<file path="config.mk">
export PLATFORM = sky130hd
export DESIGN_NAME = multicycle_controller_flat
export DESIGN_NICKNAME = d
export VERILOG_FILES = /design/src/rtl/multicycle_controller_if.sv /design/src/rtl/multicycle_controller.sv /design/src/flat_wrapper.sv
export SDC_FILE = /design/constraint.sdc
export NUM_CORES = 1
export LEC_CHECK = 0
export BUFFER_PORTS_ARGS = -buffer_cell sky130_fd_sc_hd__buf_2
export CAP_MARGIN = 25
export CORE_ASPECT_RATIO = 1.75
export CORE_UTILIZATION = 35
export DETAILED_ROUTE_END_ITERATION = 16
export PLACE_DENSITY_LB_ADDON = 0.1
export SYNTH_ARGS = -nofsm -noshare
export SYNTH_HDL_FRONTEND = slang
export SYNTH_SLANG_ARGS = --single-unit
</file>
<file path="constraint.sdc">
create_clock -name clk -period 4.88 [get_ports clk]
set_clock_uncertainty 0.05 [all_clocks]
set_input_delay 0.732 -clock clk [delete_from_list [all_inputs] [get_ports clk]]
set_output_delay 0.732 -clock clk [all_outputs]
set_load 0.1 [all_outputs]
</file>
<file path="src/rtl/multicycle_controller_if.sv">
// Control bundle between the multicycle controller and its datapath.
// The controller drives the master side; the datapath holds the slave side.
interface multicycle_controller_if;
  logic [6:0] op;
  logic [2:0] funct3;
  logic       funct7b5;
  logic       Zero;

  logic       PCWrite;
  logic       AdrSrc;
  logic       MemWrite;
  logic       IRWrite;
  logic [1:0] ResultSrc;
  logic [1:0] ALUSrcA;
  logic [1:0] ALUSrcB;
  logic       RegWrite;
  logic [1:0] ImmSrc;
  logic [2:0] ALUControl;

  modport master (
    input  op, funct3, funct7b5, Zero,
    output PCWrite, AdrSrc, MemWrite, IRWrite, ResultSrc,
           ALUSrcA, ALUSrcB, RegWrite, ImmSrc, ALUControl
  );

  modport slave (
    output op, funct3, funct7b5, Zero,
    input  PCWrite, AdrSrc, MemWrite, IRWrite, ResultSrc,
           ALUSrcA, ALUSrcB, RegWrite, ImmSrc, ALUControl
  );
endinterface

</file>
<file path="src/rtl/multicycle_controller.sv">
// Main control FSM for the multicycle RV32I core: sequences each instruction
// over 3-5 cycles and drives every datapath select and write enable.
module multicycle_controller #(
  parameter int unsigned CNT_W = 32
) (
  input  logic                  clk,
  input  logic                  reset,
  multicycle_controller_if.master bus,
  output logic [3:0]            state,
  output logic [CNT_W-1:0]      fetch_cnt
);

  typedef enum logic [3:0] {
    FETCH    = 4'd0,
    DECODE   = 4'd1,
    MEMADR   = 4'd2,
    MEMREAD  = 4'd3,
    MEMWB    = 4'd4,
    MEMWRITE = 4'd5,
    EXECUTER = 4'd6,
    EXECUTEI = 4'd7,
    ALUWB    = 4'd8,
    BEQ      = 4'd9,
    JAL      = 4'd10
  } state_t;

  localparam logic [6:0] OP_LW  = 7'b0000011;
  localparam logic [6:0] OP_SW  = 7'b0100011;
  localparam logic [6:0] OP_R   = 7'b0110011;
  localparam logic [6:0] OP_I   = 7'b0010011;
  localparam logic [6:0] OP_BEQ = 7'b1100011;
  localparam logic [6:0] OP_JAL = 7'b1101111;

  state_t           state_q;
  state_t           state_d;
  logic [CNT_W-1:0] cnt_q;

  logic       pc_update;
  logic       branch;
  logic       ir_write;
  logic       mem_write;
  logic       reg_write;
  logic [1:0] alu_op;

  always_ff @(posedge clk or posedge reset) begin
    if (reset) begin
      state_q <= FETCH;
    end else begin
      state_q <= state_d;
    end
  end

  always_ff @(posedge clk or posedge reset) begin
    if (reset) begin
      cnt_q <= '0;
    end else if (state_q == FETCH) begin
      cnt_q <= cnt_q + CNT_W'(1);
    end
  end

  always_comb begin
    state_d = FETCH;
    case (state_q)
      FETCH: state_d = DECODE;
      DECODE: begin
        case (bus.op)
          OP_LW, OP_SW: state_d = MEMADR;
          OP_R:         state_d = EXECUTER;
          OP_I:         state_d = EXECUTEI;
          OP_JAL:       state_d = JAL;
          OP_BEQ:       state_d = BEQ;
          default:      state_d = FETCH;
        endcase
      end
      MEMADR:   state_d = (bus.op == OP_SW) ? MEMWRITE : MEMREAD;
      MEMREAD:  state_d = MEMWB;
      MEMWB:    state_d = FETCH;
      MEMWRITE: state_d = FETCH;
      EXECUTER: state_d = ALUWB;
      EXECUTEI: state_d = ALUWB;
      ALUWB:    state_d = FETCH;
      JAL:      state_d = ALUWB;
      BEQ:      state_d = FETCH;
      default:  state_d = FETCH;
    endcase
  end

  // Moore outputs; unreachable codes fall to the all-zero default.
  always_comb begin
    pc_update     = 1'b0;
    branch        = 1'b0;
    ir_write      = 1'b0;
    mem_write     = 1'b0;
    reg_write     = 1'b0;
    alu_op        = 2'b00;
    bus.AdrSrc    = 1'b0;
    bus.ResultSrc = 2'b00;
    bus.ALUSrcA   = 2'b00;
    bus.ALUSrcB   = 2'b00;
    case (state_q)
      FETCH: begin
        ir_write      = 1'b1;
        pc_update     = 1'b1;
        bus.ALUSrcB   = 2'b10;
        bus.ResultSrc = 2'b10;
      end
      DECODE: begin
        bus.ALUSrcA = 2'b01;
        bus.ALUSrcB = 2'b01;
      end
      MEMADR: begin
        bus.ALUSrcA = 2'b10;
        bus.ALUSrcB = 2'b01;
      end
      MEMREAD: begin
        bus.AdrSrc = 1'b1;
      end
      MEMWB: begin
        bus.ResultSrc = 2'b01;
        reg_write     = 1'b1;
      end
      MEMWRITE: begin
        bus.AdrSrc = 1'b1;
        mem_write  = 1'b1;
      end
      EXECUTER: begin
        bus.ALUSrcA = 2'b10;
        alu_op      = 2'b10;
      end
      EXECUTEI: begin
        bus.ALUSrcA = 2'b10;
        bus.ALUSrcB = 2'b01;
        alu_op      = 2'b10;
      end
      ALUWB: begin
        reg_write = 1'b1;
      end
      BEQ: begin
        bus.ALUSrcA = 2'b10;
        alu_op      = 2'b01;
        branch      = 1'b1;
      end
      JAL: begin
        bus.ALUSrcA = 2'b01;
        bus.ALUSrcB = 2'b10;
        pc_update   = 1'b1;
      end
      default: begin
        pc_update = 1'b0;
      end
    endcase
  end

  always_comb begin
    bus.ALUControl = 3'b000;
    case (alu_op)
      2'b00: bus.ALUControl = 3'b000;
      2'b01: bus.ALUControl = 3'b001;
      default: begin
        case (bus.funct3)
          3'b000:  bus.ALUControl = (bus.op[5] & bus.funct7b5) ? 3'b001 : 3'b000;
          3'b010:  bus.ALUControl = 3'b101;
          3'b100:  bus.ALUControl = 3'b100;
          3'b110:  bus.ALUControl = 3'b011;
          3'b111:  bus.ALUControl = 3'b010;
          default: bus.ALUControl = 3'b000;
        endcase
      end
    endcase
  end

  always_comb begin
    bus.ImmSrc = 2'b00;
    case (bus.op)
      OP_SW:   bus.ImmSrc = 2'b01;
      OP_BEQ:  bus.ImmSrc = 2'b10;
      OP_JAL:  bus.ImmSrc = 2'b11;
      default: bus.ImmSrc = 2'b00;
    endcase
  end

  // Reset holds state at FETCH, so the write enables must be gated explicitly.
  assign bus.PCWrite  = ~reset & (pc_update | (branch & bus.Zero));
  assign bus.IRWrite  = ~reset & ir_write;
  assign bus.MemWrite = ~reset & mem_write;
  assign bus.RegWrite = ~reset & reg_write;

  assign state     = state_q;
  assign fetch_cnt = cnt_q;

endmodule

</file>
<file path="src/flat_wrapper.sv">
// flat-port wrapper written by rule: the top's interface ports become plain ports
module multicycle_controller_flat 
#(
  parameter int unsigned CNT_W = 32
)
  (clk, reset, state, fetch_cnt, bus_op, bus_funct3, bus_funct7b5, bus_Zero, bus_PCWrite, bus_AdrSrc, bus_MemWrite, bus_IRWrite, bus_ResultSrc, bus_ALUSrcA, bus_ALUSrcB, bus_RegWrite, bus_ImmSrc, bus_ALUControl);
  multicycle_controller_if bus_i ();
  input  logic clk;
  input  logic reset;
  output logic [3:0] state;
  output logic [CNT_W-1:0] fetch_cnt;
  input wire logic [$bits(bus_i.op)-1:0] bus_op;
  input wire logic [$bits(bus_i.funct3)-1:0] bus_funct3;
  input wire logic [$bits(bus_i.funct7b5)-1:0] bus_funct7b5;
  input wire logic [$bits(bus_i.Zero)-1:0] bus_Zero;
  output wire logic [$bits(bus_i.PCWrite)-1:0] bus_PCWrite;
  output wire logic [$bits(bus_i.AdrSrc)-1:0] bus_AdrSrc;
  output wire logic [$bits(bus_i.MemWrite)-1:0] bus_MemWrite;
  output wire logic [$bits(bus_i.IRWrite)-1:0] bus_IRWrite;
  output wire logic [$bits(bus_i.ResultSrc)-1:0] bus_ResultSrc;
  output wire logic [$bits(bus_i.ALUSrcA)-1:0] bus_ALUSrcA;
  output wire logic [$bits(bus_i.ALUSrcB)-1:0] bus_ALUSrcB;
  output wire logic [$bits(bus_i.RegWrite)-1:0] bus_RegWrite;
  output wire logic [$bits(bus_i.ImmSrc)-1:0] bus_ImmSrc;
  output wire logic [$bits(bus_i.ALUControl)-1:0] bus_ALUControl;
  assign bus_i.op = bus_op;
  assign bus_i.funct3 = bus_funct3;
  assign bus_i.funct7b5 = bus_funct7b5;
  assign bus_i.Zero = bus_Zero;
  assign bus_PCWrite = bus_i.PCWrite;
  assign bus_AdrSrc = bus_i.AdrSrc;
  assign bus_MemWrite = bus_i.MemWrite;
  assign bus_IRWrite = bus_i.IRWrite;
  assign bus_ResultSrc = bus_i.ResultSrc;
  assign bus_ALUSrcA = bus_i.ALUSrcA;
  assign bus_ALUSrcB = bus_i.ALUSrcB;
  assign bus_RegWrite = bus_i.RegWrite;
  assign bus_ImmSrc = bus_i.ImmSrc;
  assign bus_ALUControl = bus_i.ALUControl;
  multicycle_controller #(.CNT_W(CNT_W)) u_core (.clk(clk), .reset(reset), .bus(bus_i), .state(state), .fetch_cnt(fetch_cnt));
endmodule
</file>
Word level (Yosys, flattened, before mapping):

Cells that the tools add are included.

* flip-flop bits (word level): 36
* bits of input ports: 14
* output and inout bits: 52

* add/sub/neg operators: 1
* equal/unequal tests: 21
* mux-type cells: 17
* bitwise operators: 8
* reductions and logical operators: 12

Operators by type and width (number)
* $pmux W4 S5: 2
* $add A32 B1 Y32 const B: 1
* $eq A4 B3 Y1 const B: 4
* $pmux W2 S2: 4
* $pmux W3 S5: 1
* $eq A7 B6 Y1 const B: 2
* $eq A7 B7 Y1 const B: 2
* $eq A4 B4 Y1 const B: 3
* $reduce_or A2 Y1: 6
* $eq A3 B3 Y1 const B: 3
* $eq A4 B2 Y1 const B: 2
* $eq A7 B2 Y1 const B: 1
* $eq A7 B5 Y1 const B: 1
* $mux W1: 7
* $and A1 B1 Y1: 6
* $pmux W2 S3: 1
* $pmux W3 S2: 1
* $reduce_or A3 Y1: 2
* $eq A4 B1 Y1 const B: 1
* $logic_not A4 Y1: 1
* $reduce_or A4 Y1: 1
* $eq A3 B2 Y1 const B: 1
* $logic_not A3 Y1: 1
* $mux W3: 1
* other kinds (4): 4

Longest topological paths before layout:

* depth after elaboration: 5
* depth in mapped cells: 7
* mapped depth without buffers: 5

Worst setup path before layout:

No wires, ideal clock.

* path kind: reg2out
* from: reg u_core.state_q[2], in the netlist u_core.state[2]
* to: out bus_RegWrite
* arrival: 4.429 ns
* data required time: 4.098 ns
* setup slack: -0.331 ns
* cell stages (with the launch flop): 5
* cell sequence: dfrtp_1 -> clkbuf_1 -> clkbuf_1 -> xnor2_1 -> nor4_1

* word-level cells in the longest chain between the ends: 4
* elaborated cells between the ends (all ways): 5
* classes of those cells: eq/ne (2); mux (1); bitwise (1); reduce/logical (1)

RTL lines
* start: declaration: RTL line multicycle_controller.sv:34 `state_t state_q;`
* start signal: assignment: RTL line multicycle_controller.sv:49 `state_q <= state_d;`
* $eq A4 B3 Y1 or $eq A4 B4 Y1 (tied branches): RTL line multicycle_controller.sv:100 `case (state_q)`
* $reduce_or A2 Y1 (no line) (*)
* $mux W1 (*): RTL line multicycle_controller.sv:100
* $and A1 B1 Y1 (*): RTL line multicycle_controller.sv:186 `assign bus.RegWrite = ~reset & reg_write;`
* end: declaration: RTL line flat_wrapper.sv:23 `output wire logic [$bits(bus_i.RegWrite)-1:0] bus_RegWrite;`

Mark *: on every way between the ends. The rest lies on a longest branch, timed or not.

Worst setup path in the final report:

* from: reg u_core.state_q[1], in the netlist u_core.state[1]
* to: out bus_ResultSrc[1]

* word-level cells in the longest chain between the ends: 2
* elaborated cells between the ends (all ways): 3
* classes of those cells: eq/ne (1); mux (1); reduce/logical (1)

RTL lines
* $eq A4 B3 Y1 or $logic_not A4 Y1 (tied branches): RTL line multicycle_controller.sv:100
* $pmux W2 S2 (*): RTL line multicycle_controller.sv:100
* end: declaration: RTL line flat_wrapper.sv:20 `output wire logic [$bits(bus_i.ResultSrc)-1:0] bus_ResultSrc;`

Marked as above.

==> flow_summary.json <==
{
  "numClockSinks": 36,
  "fin_crit_sh": 0.638,
  "setup_tns_ns": 0,
  "hold_ws_ns": 0.427,
  "status": "finished clean",
  "r2r_end": "u_core.fetch_cnt[21]",
  "synth-edff-count": 0,
  "grt_max_degree": 37,
  "slowest_delay_ns": 0.87,
  "via_per_inst": 5.04,
  "htreeDepth": 2,
  "vias": 1774,
  "die_w_um": 59.8,
  "syn_area_per_cell_um2": 9.84,
  "ctsHoldBuffers": 0,
  "setup_viol_count_final": 0,
  "fp.dieArea_um2": 6170,
  "antenna_left": 0,
  "grt_pass1_vias": 1682,
  "cap_violations": 0,
  "cp_num_buf_inv": 2,
  "multi_input_area_um2": 1080,
  "row_count": 36,
  "die_y_um": 103,
  "critPathMaxFanout": 17,
  "rsz0062_at_grt": "false",
  "cp_slowest_cell": "or4_1",
  "nets": 290,
  "diodes": 0,
  "regArea_um2": 901,
  "wire_per_inst_um": 13.9,
  "portBuffers": 65,
  "finalCriticalPeriod_ns": 3.11,
  "netlist_top_cells_count": "dfrtp_1, xnor2_1, nand2_1",
  "cts_buffers": 5,
  "finalHoldViolCount": 0,
  "gp_congestion": 0.740,
  "overflow": 0,
  "tritoncts": "done",
  "worstSetupStartpointType": "flop",
  "cp_num_cells": 3,
  "r2r_cells": 4,
  "rrSetupSlack_ns": 2.43,
  "rr_startpoint": "u_core.state[1]",
  "syn-cell-area_um2": 2050,
  "peakVddDrop_v": 0.000428,
  "clkLatencyLatePin_ns": 0.29,
  "synth.distinct_cells": 42,
  "initial_core_util": 0.366,
  "clkTransAtPathRegs_ns": 0.07,
  "worstSetupPathType": "reg -> out",
  "path_delay_family": "simple AND/OR/NAND/NOR gates",
  "critical_path_required_ns": 4.10,
  "hp-start": "u_core.fetch_cnt[31]",
  "n_fill_cell": 599,
  "drc_errors": 0,
  "dp_hpwl_um": 3610,
  "finalMaxSlewViolations": 0,
  "syn-num-nets": 223,
  "synth-async-reset-ratio": 1.00,
  "yosysWarnings": 0,
  "drt-initial-drc-count": 48,
  "post_cts_buffers": 0,
  "antenna_found_initial": 0,
  "syn_inst": 208,
  "wirelength_um": 4880,
  "gr-usage-all-layers": 0.169,
  "maxSlewHeadroom": 0.522,
  "min_path_cells": 1,
  "cts_buffer_depth": 2,
  "synth_top_area_frac": 0.440,
  "cts_resized": 0,
  "drive_gt1_frac": 0.304,
  "coreArea_um2": 5590,
  "hp-class": "reg -> reg",
  "yosys.area.top_type": "dfrtp_1",
  "p_per_area_nw_per_um2": 506,
  "yosysMostFrequentCell": "dfrtp_1",
  "area_growth_syn_to_layout_pct": 24.3,
  "path_cells": "or4_1, inv_6, buf_2",
  "hold_path_end": "u_core.fetch_cnt[31]",
  "synth_ff_type": "dfrtp_1",
  "crit_arrival_ns": 2.33,
  "ios": 66,
  "synth_area_leaders": "dfrtp_1, xnor2_1, nand2_1",
  "power.leakage_uw": 0.00124,
  "seq_area_frac_synth": 0.440,
  "tightestPinTransition_ns": 0.711,
  "ys_ff_latch": 36,
  "clockRootBuffer": "clkbuf_8",
  "end_kind": "output port",
  "max_freq_mhz": 321,
  "first_pass_iters": 4,
  "grt_pass1_wl_um": 7800
}
==> sequential cells by signal, indices dropped and copies added, names as in the netlist <==
register,cells
u_core.state,4
u_core.fetch_cnt,32
==> area by class of cell <==
| class | count | area share |
|---|---|---|
| clock inverters | 1 | 0.00295 |
| flip-flops and latches | 36 | 0.354 |
| well taps | 76 | 0.0374 |
| clock buffers | 7 | 0.0339 |
| multi-input cells | 156 | 0.424 |
| repair buffers | 66 | 0.131 |
| inverters | 10 | 0.0167 |
==> worst max path at each step <==
stage               slack [ns]            start               end
finish                    1.77  u_core.state[1]  bus_ResultSrc[1]
global route              1.67  u_core.state[1]       bus_IRWrite
CTS                       1.73  u_core.state[1]  bus_ResultSrc[1]
detailed placement        2.05  u_core.state[1]  bus_ResultSrc[1]
global placement          2.08  u_core.state[1]       bus_IRWrite
floorplan                 0.39  u_core.state[1]       bus_PCWrite
==> worst register-to-register path: stages (launching register included) <==
cell	delay (ns)
dfrtp_1	0.58
or4_1	0.87
nor3_1	0.51
nand4_1	0.18
xnor2_1	0.17
==> layout by cell type (no fill, tap or decap), types with 2 or more instances in the layout <==
| master | instances |
|---|---|
| a21oi_1 | 2 |
| and2_1 | 2 |
| and3_1 | 5 |
| and4_1 | 4 |
| buf_2 | 65 |
| clkbuf_8 | 6 |
| dfrtp_1 | 36 |
| inv_1 | 9 |
| nand2_1 | 22 |
| nand2b_1 | 3 |
| nand3_1 | 14 |
| nand4_1 | 12 |
| nor2_1 | 11 |
| nor2b_1 | 2 |
| nor3_1 | 12 |
| nor3_4 | 2 |
| nor4_2 | 5 |
| o21ai_0 | 3 |
| or4_1 | 2 |
| xnor2_1 | 30 |
| xor2_1 | 7 |
==> per-stage QoR <==
step | instances | setup WS (ns) | cell area, um2 | utilization | power [uW]
floorplan | 208 | 0.392 | 2050 | - | 979
global placement | 344 | 2.08 | 2450 | 0.439 | 1070
detailed placement | 344 | 2.05 | 2450 | 0.439 | 1080
CTS | 352 | 1.73 | 2540 | 0.456 | 1300
global route | 352 | 1.67 | 2540 | 0.456 | 1340
finish | 352 | 1.77 | 2540 | 0.456 | 1290
==> where the power goes <==
part / total, uW / switching [uW] / internal [uW]
Combinational: 669 / 558 / 111
Clock: 223 / 108 / 115
Sequential: 396 / 67.5 / 329
Total: 1290 / 733 / 555
==> kinds of logic (layout without fill, tap and decap cells) <==
logic type      count (synthesis)  in the layout  share of synthesized area
compound gates                 15             15                     0.0514
xor+xnor                       37             37                      0.158
fa+ha+maj                       1              1                    0.00611
buf+inv                        16             84                     0.0355
flops                          36             36                      0.440
simple gates                  103            103                      0.309
==> per-layer routing <==
metal,global-route usage,wire length [um]
met3,0.0326,215
met5,0,0
met2,0.303,2590
met4,0.0698,72
met1,0.189,2000
Note: power is estimated with default switching activity, not from simulation.
